### src/rtl/parallel_to_serial_tx.sv
// Parallel-to-serial transmitter: takes a WIDTH-bit word over valid/ready and
// shifts it out one bit per clock, reloading on the last bit for gapless streams.
module parallel_to_serial_tx #(
  parameter int WIDTH     = 4,
  parameter bit MSB_FIRST = 1'b1
) (
  input  logic             clk,
  input  logic             rst_n,
  input  logic [WIDTH-1:0] data_in,
  input  logic             in_valid,
  output logic             in_ready,
  output logic             ser_out,
  output logic             ser_valid,
  output logic             frame_start,
  output logic             busy,
  output logic [7:0]       word_count
);

  localparam int CNT_W = $clog2(WIDTH);
  localparam logic [CNT_W-1:0] LAST_IDX = CNT_W'(WIDTH - 1);

  typedef enum logic {IDLE, SHIFT} state_t;

  state_t           state;
  logic [WIDTH-1:0] shreg;
  logic [CNT_W-1:0] bit_cnt;
  logic             last_bit;
  logic             accept;

  // Move the next bit into the output position, zero-filling the far end.
  function automatic logic [WIDTH-1:0] shift_out(input logic [WIDTH-1:0] s);
    if (MSB_FIRST)
      return {s[WIDTH-2:0], 1'b0};
    else
      return {1'b0, s[WIDTH-1:1]};
  endfunction

  assign last_bit    = (state == SHIFT) && (bit_cnt == '0);
  assign in_ready    = rst_n && ((state == IDLE) || last_bit);
  assign accept      = in_valid && in_ready;
  assign ser_valid   = (state == SHIFT);
  assign busy        = ser_valid;
  assign ser_out     = ser_valid && (MSB_FIRST ? shreg[WIDTH-1] : shreg[0]);
  assign frame_start = ser_valid && (bit_cnt == LAST_IDX);

  always_ff @(posedge clk) begin
    if (!rst_n) begin
      state      <= IDLE;
      shreg      <= '0;
      bit_cnt    <= '0;
      word_count <= '0;
    end else begin
      case (state)
        IDLE: begin
          if (accept) begin
            shreg   <= data_in;
            bit_cnt <= LAST_IDX;
            state   <= SHIFT;
          end
        end
        SHIFT: begin
          if (bit_cnt != '0) begin
            shreg   <= shift_out(shreg);
            bit_cnt <= bit_cnt - CNT_W'(1);
          end else begin
            // Last bit: the word completes here; a same-edge accept keeps the stream gapless.
            word_count <= word_count + 8'd1;
            if (accept) begin
              shreg   <= data_in;
              bit_cnt <= LAST_IDX;
            end else begin
              state <= IDLE;
            end
          end
        end
        default: state <= IDLE;
      endcase
    end
  end

endmodule

### config.mk
export PLATFORM = sky130hd
export DESIGN_NAME = parallel_to_serial_tx
export DESIGN_NICKNAME = d
export VERILOG_FILES = /design/src/rtl/parallel_to_serial_tx.sv
export SDC_FILE = /design/constraint.sdc
export NUM_CORES = 1
export LEC_CHECK = 0
export ABC_AREA = 1
export BUFFER_PORTS_ARGS = -buffer_cell sky130_fd_sc_hd__buf_4
export CAP_MARGIN = 10
export CELL_PAD_IN_SITES_DETAIL_PLACEMENT = 1
export CELL_PAD_IN_SITES_GLOBAL_PLACEMENT = 1
export CORE_AREA = 2 2 47 60
export DETAILED_ROUTE_END_ITERATION = 8
export DIE_AREA = 0 0 49 62
export PLACE_DENSITY_LB_ADDON = 0.25
export SYNTH_ARGS = -nofsm -noshare
export SYNTH_HDL_FRONTEND = slang
export SYNTH_SLANG_ARGS = --single-unit
### constraint.sdc
create_clock -name clk -period 1.15 [get_ports clk]
set_clock_uncertainty 0.2 [all_clocks]
set_input_delay 0.1725 -clock clk [delete_from_list [all_inputs] [get_ports clk]]
set_output_delay 0.1725 -clock clk [all_outputs]
set_load 0.01 [all_outputs]
==> results of run 1 <==
[kinds of logic after synthesis]
family                     Yosys count
buffers and inverters               19
muxes                                2
DFF                                 15
adders and majority gates            1
and+or+nand+nor                     49
AOI/OAI and AO/OA                   18
[worst min-delay path: cells and delay by family]
| kind | cells | cell delay, ns |
|---|---|---|
| buffers and inverters | 2 | 0.32 |
| AO/OA/AOI/OAI | 1 | 0.05 |
[cell usage in the layout, fill, tap and decap left out, types with 2 or more instances in the layout]
master	synthesis	routed
dfxtp_1	15	4
buf_12	0	2
nand2_1	26	20
dlygate4sd3_1	0	10
clkbuf_4	0	3
dfxtp_4	0	4
a21oi_2	2	4
nand2_2	3	7
dfxtp_2	0	7
o21ai_0	6	2
inv_1	13	12
o21ai_4	0	2
buf_6	0	22
a21oi_1	6	3
nand2_4	1	3
nand3_1	5	4
inv_2	3	2
nor2_4	1	2
nor2_2	0	4
nor2_1	9	4
inv_4	0	2
mux2i_1	2	2
buf_4	1	28
[how the worst min path moves through the flow]
stage               startpoint                         end  slack, ns  cells after the start
floorplan                rst_n         shreg[0]$_SDFF_PN0_       0.13                      2
global placement    data_in[1]         shreg[1]$_SDFF_PN0_       0.24                      3
detailed placement  data_in[2]         shreg[2]$_SDFF_PN0_       0.27                      3
CTS                      rst_n  word_count[7]$_SDFFE_PN0P_       0.05                      3
global route             rst_n  word_count[7]$_SDFFE_PN0P_       0.05                      3
finish                   rst_n  word_count[7]$_SDFFE_PN0P_       0.05                      3
[cells in the mapped netlist, drive strengths merged]
| library cell | number | share of area (%) |
|---|---|---|
| ha | 1 | 1.6 |
| a21oi | 8 | 6.2 |
| inv | 16 | 7.9 |
| o211ai | 1 | 0.98 |
| a31oi | 1 | 0.82 |
| nand2 | 30 | 17 |
| nor3 | 2 | 2.8 |
| o21ai | 6 | 3.9 |
| nor2 | 10 | 5.9 |
| o22ai | 2 | 1.6 |
| mux2i | 2 | 2.6 |
| dfxtp | 15 | 39 |
| buf | 3 | 2.3 |
| nand3 | 6 | 5.6 |
| nor3b | 1 | 1.6 |
[state kept, by name, summed over array words and instances, names as in the netlist]
name,cells
shreg,4
bit_cnt,2
word_count,8
busy,1
[cell type report]
type                    instances  area, sq um  share of cell area, %
clock buffers                   3        22.52                  1.418
clock inverters                 1        5.005                 0.3152
well taps                      34        42.54                  2.679
flip-flops and latches         15        324.1                  20.41
inverters                      16        65.06                  4.098
multi-input cells              70        515.5                  32.47
repair buffers                 63        613.1                  38.61
[timing repair]
item                       CTS  global route
buffers inserted            16             3
gates resized for setup     46            22
hold buffers                10             0
setup endpoints to repair   27            27
pin swaps                    7             8
hold endpoints to repair     9             0
[per-layer routing]
metal,vias up,global-route usage [%],share of wire (%),routed length [um]
li1,459,-,-,-
met1,461,17.58,35,1100
met2,23,43.64,61,1919
met3,5,3.110,2.0,62
met4,0,8.980,1.8,57
met5,-,0,0,0
[stage by stage]
step | power [uW] | cells | setup TNS (ns) | hold slack, ns
2_1_floorplan | 698.2 | 104 | -0.09586 | 0.1320
3_3_place_gp | 806.0 | 169 | -0.2207 | 0.2392
3_5_place_dp | 817.6 | 169 | -0.5722 | 0.2701
4_1_cts | 1242 | 199 | -3.107 | 0.04513
5_1_grt | 1380 | 202 | -5.570 | 0.04961
6_report | 1330 | 202 | -4.371 | 0.04886
[power by group through the flow]
| stage | registers [uW] | clock network (uW) | logic [uW] |
|---|---|---|---|
| floorplan | 587 | 0 | 111 |
| finish | 576 | 337 | 417 |
| global placement | 585 | 0 | 221 |
| CTS | 575 | 334 | 332 |
| global route | 578 | 355 | 446 |
| detailed placement | 587 | 0 | 231 |
==> impl_metrics.tcl, run 1 <==
set metrics [dict create \
    r2r_slack_ns -0.25 \
    peakVddDrop_uv 520.0 \
    max_freq_mhz 675.3 \
    setup_viol 27 \
    antenna_found_initial 0 \
    dpl_cell_area_sq_um 1079 \
    path_buf_inv 2 \
    seq_area_frac_synth_pct 39.34 \
    yosys_warnings 0 \
    synth.distinct_cells 23 \
    ys_ff_latch 15 \
    crit_end "frame_start" \
    cp_cell_sequence "buf_6 > nand2_2 > nor2_4 > buf_4" \
    route.detailed.drc 0 \
    n_fill_cell 307 \
    clkSinkCount 15 \
    n_antenna_cell 0 \
    cpMaxStageDelayCell "dfxtp_4" \
    hold_class "primary input to register" \
    switching_share_pct 32.05 \
    pwr-share-seq_pct 43.3 \
    dp_slack_ns -0.1259 \
    cp_num_cells 4 \
    fin_nets 177 \
    wl_per_cell_um 15.54 \
    netlist_area_sq_um 763.2 \
    syn_to_final_growth_pct 108.0 \
    drtAntennaViolNets 0 \
    cts_max_level 1 \
    dieArea_sq_um 3038 \
    syn_inst 104 \
    drive_above_1_share_pct 61.90 \
    grt_pass1_wl_mm 4.367 \
    io_pins 20 \
    critPathArrivalTime_ns 1.11 \
    dp_hpwl_mm 1.638 \
    r2r_start "bit_cnt[0]$_SDFF_PN0_" \
    drt_iter0_markers 7 \
    crit_start "busy$_SDFF_PN0_" \
    crit_type "register to primary output" \
    rsz0062_at_grt "yes" \
    first_global_vias 1009 \
    num_rows 21 \
    setup_slack_ns -0.3307 \
    end_kind "primary output" \
    cp.required_ns 0.78 \
    io_buffer_count 19 \
    gr-total-overflow 0 \
    cts_buffer_depth 2 \
    rr_endpoint "word_count[4]$_SDFFE_PN0P_" \
    synth_compound_area_share_pct 13.61 \
    final_area_sq_um 1588 \
    p_comb_share_pct 31.4 \
    core-area_sq_um 2549 \
    track_usage_pct 19.73 \
    avgSynthCellArea_sq_um 7.339 \
    post-route-period-util_pct 128.8 \
    max_cap_viol_count 0 \
    numCtsBuffers 3 \
    clkPwrFrac_pct 25.3 \
    die_w_um 49 \
    firstDrtPassIters 4 \
    grt_max_degree 10 \
    die_h_um 62 \
    violations "setup timing" \
    cts-root-buf "clkbuf_4" \
    synth-simple-area-share_pct 32.62 \
    synth_top_family_by_area "simple AND/OR/NAND/NOR gates" \
    clkSlewWorstSetupHoldPaths_ns 0.10 \
    max_slew_margin_pct 77.68 \
    cts_tree "yes" \
    power.switching_uw 426.2 \
    power-per-cell-area_nw_per_um2 837.5 \
    status "complete, but fails checks" \
    hold_violations 0 \
    synth_mux_area_share_pct 2.623 \
    start_util_pct 29.95 \
    slew_viol_final 0 \
    synth_fa_ha_area_share_pct 1.639 \
    p_int_uw 903.5 \
    reg2reg_depth 7 \
    start_kind "register" \
    clock_latency_ns 0.31 \
    place.gp.congestion 0.7175 \
    wl_mm 3.140 \
    leakage_uw 0.0007011 \
    min_period_ns 1.481 \
    synth_fp_nets 112 \
    fin_util_pct 62.30 \
    cp_top_family "flip-flops" \
    crit_path_max_incr_delay_ns 0.38 \
    vias 948 \
    viasPerCell 4.693 \
    worst_slew_pin_slew_ns 0.3336 \
    synthXorXnorAreaFrac_pct 0 \
    worstPathMaxFanout 4 \
]
(Power assumes the default switching activity.)
==> inputs of run 2 (changes only) <==
--- a/config.mk
+++ b/config.mk
@@ -10,10 +10,11 @@
 export CAP_MARGIN = 10
 export CELL_PAD_IN_SITES_DETAIL_PLACEMENT = 1
 export CELL_PAD_IN_SITES_GLOBAL_PLACEMENT = 1
-export CORE_AREA = 2 2 47 60
+export CORE_AREA = 4 4 49 62
 export DETAILED_ROUTE_END_ITERATION = 8
-export DIE_AREA = 0 0 49 62
+export DIE_AREA = 0 0 53 66
 export PLACE_DENSITY_LB_ADDON = 0.25
+export SETUP_SLACK_MARGIN = 0.2
 export SYNTH_ARGS = -nofsm -noshare
 export SYNTH_HDL_FRONTEND = slang
 export SYNTH_SLANG_ARGS = --single-unit
==> run 2 against run 1 <==
- the run ends with hold timing, setup timing left
- register-to-register slack lost 0.02 ns
- sequential power is essentially flat
- worst setup slack gained 0.050 ns
- utilization shrank 4.3 points
- global-route usage shrank 3.6 points
- non-clock buffer count shrank 12
- clock power shrank 8.9%
- routed wire length shrank 16%
- critical path depth grew 1
- sequential share of layout area grew 2.6 points
==> impl_metrics.tcl, run 2 (synthesis gave the netlist of run 1 again) <==
set metrics [dict create \
    numCtsBuffers 3 \
    core-area_sq_um 2427 \
    dieArea_sq_um 3498 \
    n_antenna_cell 0 \
    max_cap_viol_count 0 \
    wl_per_cell_um 13.91 \
    clkSlewWorstSetupHoldPaths_ns 0.09 \
    leakage_uw 0.0006425 \
    syn_to_final_growth_pct 84.43 \
    p_comb_share_pct 27.7 \
    power.switching_uw 365.4 \
    holdPathStages 3 \
    p_int_uw 859.2 \
    violations "hold timing, setup timing" \
    firstDrtPassIters 3 \
    start_util_pct 31.44 \
    r2r_start "bit_cnt[1]$_SDFF_PN0_" \
    grt_max_degree 13 \
    die_w_um 53 \
    fin_nets 165 \
    cp_top_family "flip-flops" \
    final_common_cell "buf_4" \
    pwr-share-seq_pct 47.2 \
    top_register "word_count" \
    peakVddDrop_uv 814.6 \
    reg2reg_depth 7 \
    dp_hpwl_mm 1.651 \
    rsz0062_at_grt "yes" \
    hold_violations 5 \
    cpMaxStageDelayCell "dfxtp_4" \
    wl_mm 2.629 \
    path_buf_inv 3 \
    hold_class "primary input to register" \
    grt_pass1_wl_mm 4.181 \
    clkSinkCount 15 \
    min_period_ns 1.431 \
    power-per-cell-area_nw_per_um2 870.0 \
    antenna_found_initial 0 \
    switching_share_pct 29.84 \
    final_cells 189 \
    cp.required_ns 0.78 \
    final_area_sq_um 1408 \
    route.detailed.drc 0 \
    status "complete, but fails checks" \
    track_usage_pct 16.14 \
    min_to "shreg[3]$_SDFF_PN0_" \
    clkPwrFrac_pct 25.1 \
    r2r_slack_ns -0.27 \
    largestRegisters "word_count: 8 flops, shreg: 4 flops, bit_cnt: 2 flops" \
    viasPerCell 4.587 \
    io_buffer_count 19 \
    drive_above_1_share_pct 60.90 \
    cts_max_level 1 \
    slew_viol_final 0 \
    whs_ns -0.03574 \
    rr_endpoint "word_count[2]$_SDFFE_PN0P_" \
    cts_tree "yes" \
    worst_slew_pin_slew_ns 0.2822 \
    drtAntennaViolNets 0 \
    largest_reg_flops 8 \
    cts-root-buf "clkbuf_4" \
    clock_latency_ns 0.29 \
    max_slew_margin_pct 80.99 \
    start_kind "register" \
    io_pins 20 \
    n_fill_cell 297 \
    drt_iter0_markers 6 \
    vias 867 \
    first_global_vias 976 \
    crit_top_cell "nand2_4" \
    setup_viol 26 \
    worstPathMaxFanout 4 \
    post-route-period-util_pct 124.4 \
    worstHoldStart "data_in[3]" \
    setup_slack_ns -0.2805 \
    fin_setup_tns_ns -4.590 \
    dpl_cell_area_sq_um 1077 \
    gr-total-overflow 0 \
    num_rows 20 \
    dp_cells 167 \
    cp_cell_sequence "buf_4 > nand2_4 > nand2_4 > inv_4 > buf_6" \
    cts_buffer_depth 2 \
    crit_path_max_incr_delay_ns 0.37 \
    dp_slack_ns -0.1092 \
    max_freq_mhz 699.0 \
    place.gp.congestion 0.8059 \
    crit_type "register to primary output" \
    layout_common_cells "buf_4, buf_6, nand2_1" \
    end_kind "primary output" \
    critPathArrivalTime_ns 1.06 \
    die_h_um 66 \
]
[run 2: cell types whose count changed in the layout (fill, tap and decap cells not counted), moves of 2 or more]
cell and change:
dlygate4sd3_1 -10, nor2_1 +4, nor2_2 -4, o21ai_0 +4, buf_6 +3, buf_12 -2, buf_4 -2, inv_1 -2
o21ai_4 -2
[run 2: worst register-to-register path, delay by kind of cell, from the launching register on]
family,cells,cell delay [ns]
DFF,1,0.35
and+or+nand+nor,3,0.33
buffers and inverters,4,0.42
[run 2: worst max-delay path by stage]
stage,end,start,depth (start not counted)
3_5_place_dp,word_count[4]$_SDFFE_PN0P_,bit_cnt[0]$_SDFF_PN0_,6
5_1_grt,in_ready,bit_cnt[1]$_SDFF_PN0_,6
6_report,in_ready,busy$_SDFF_PN0_,5
3_3_place_gp,word_count[4]$_SDFFE_PN0P_,word_count[0]$_SDFFE_PN0P_,6
4_1_cts,in_ready,bit_cnt[0]$_SDFF_PN0_,6
2_1_floorplan,word_count[4]$_SDFFE_PN0P_,busy$_SDFF_PN0_,5
[run 2: power groups by stage]
stage / registers [uW] / clock network [uW] / logic (uW)
finish: 578 / 307 / 340
global route: 582 / 344 / 367
floorplan: 588 / 0 / 114
global placement: 584 / 0 / 215
detailed placement: 588 / 0 / 224
CTS: 574 / 324 / 285
[run 2: repair_timing]
| item | 4_1_cts | 5_1_grt |
|---|---|---|
| setup endpoints to repair | 28 | 28 |
| gates resized for setup | 33 | 16 |
| buffers inserted | 13 | 5 |
| endpoints found under the hold margin | 6 | 3 |
| pin swaps | 9 | 5 |
[run 2: through the flow]
| step | power [uW] | utilization, % |
|---|---|---|
| floorplan | 702.4 | - |
| detailed placement | 812.1 | 44.38 |
| global route | 1293 | 57.99 |
| global placement | 799.0 | 44.38 |
| CTS | 1183 | 53.92 |
| finish | 1225 | 57.99 |
[run 2: cell type report]
class,instances,area (sq um),area share (%)
Clock buffer,4,26.28,1.867
Inverter,16,67.56,4.800
Multi-Input combinational cell,70,471.7,33.51
Sequential cell,15,324.1,23.02
Tap cell,33,41.29,2.933
Timing Repair Buffer,51,476.7,33.87
[run 2: per-layer routing]
layer | track usage [%] | up-vias | wire length [um]
met4 | 6.070 | 0 | 18
li1 | - | 435 | -
met3 | 3.160 | 2 | 72
met2 | 30.90 | 14 | 1514
met1 | 16.51 | 416 | 1024
met5 | 0 | - | 0
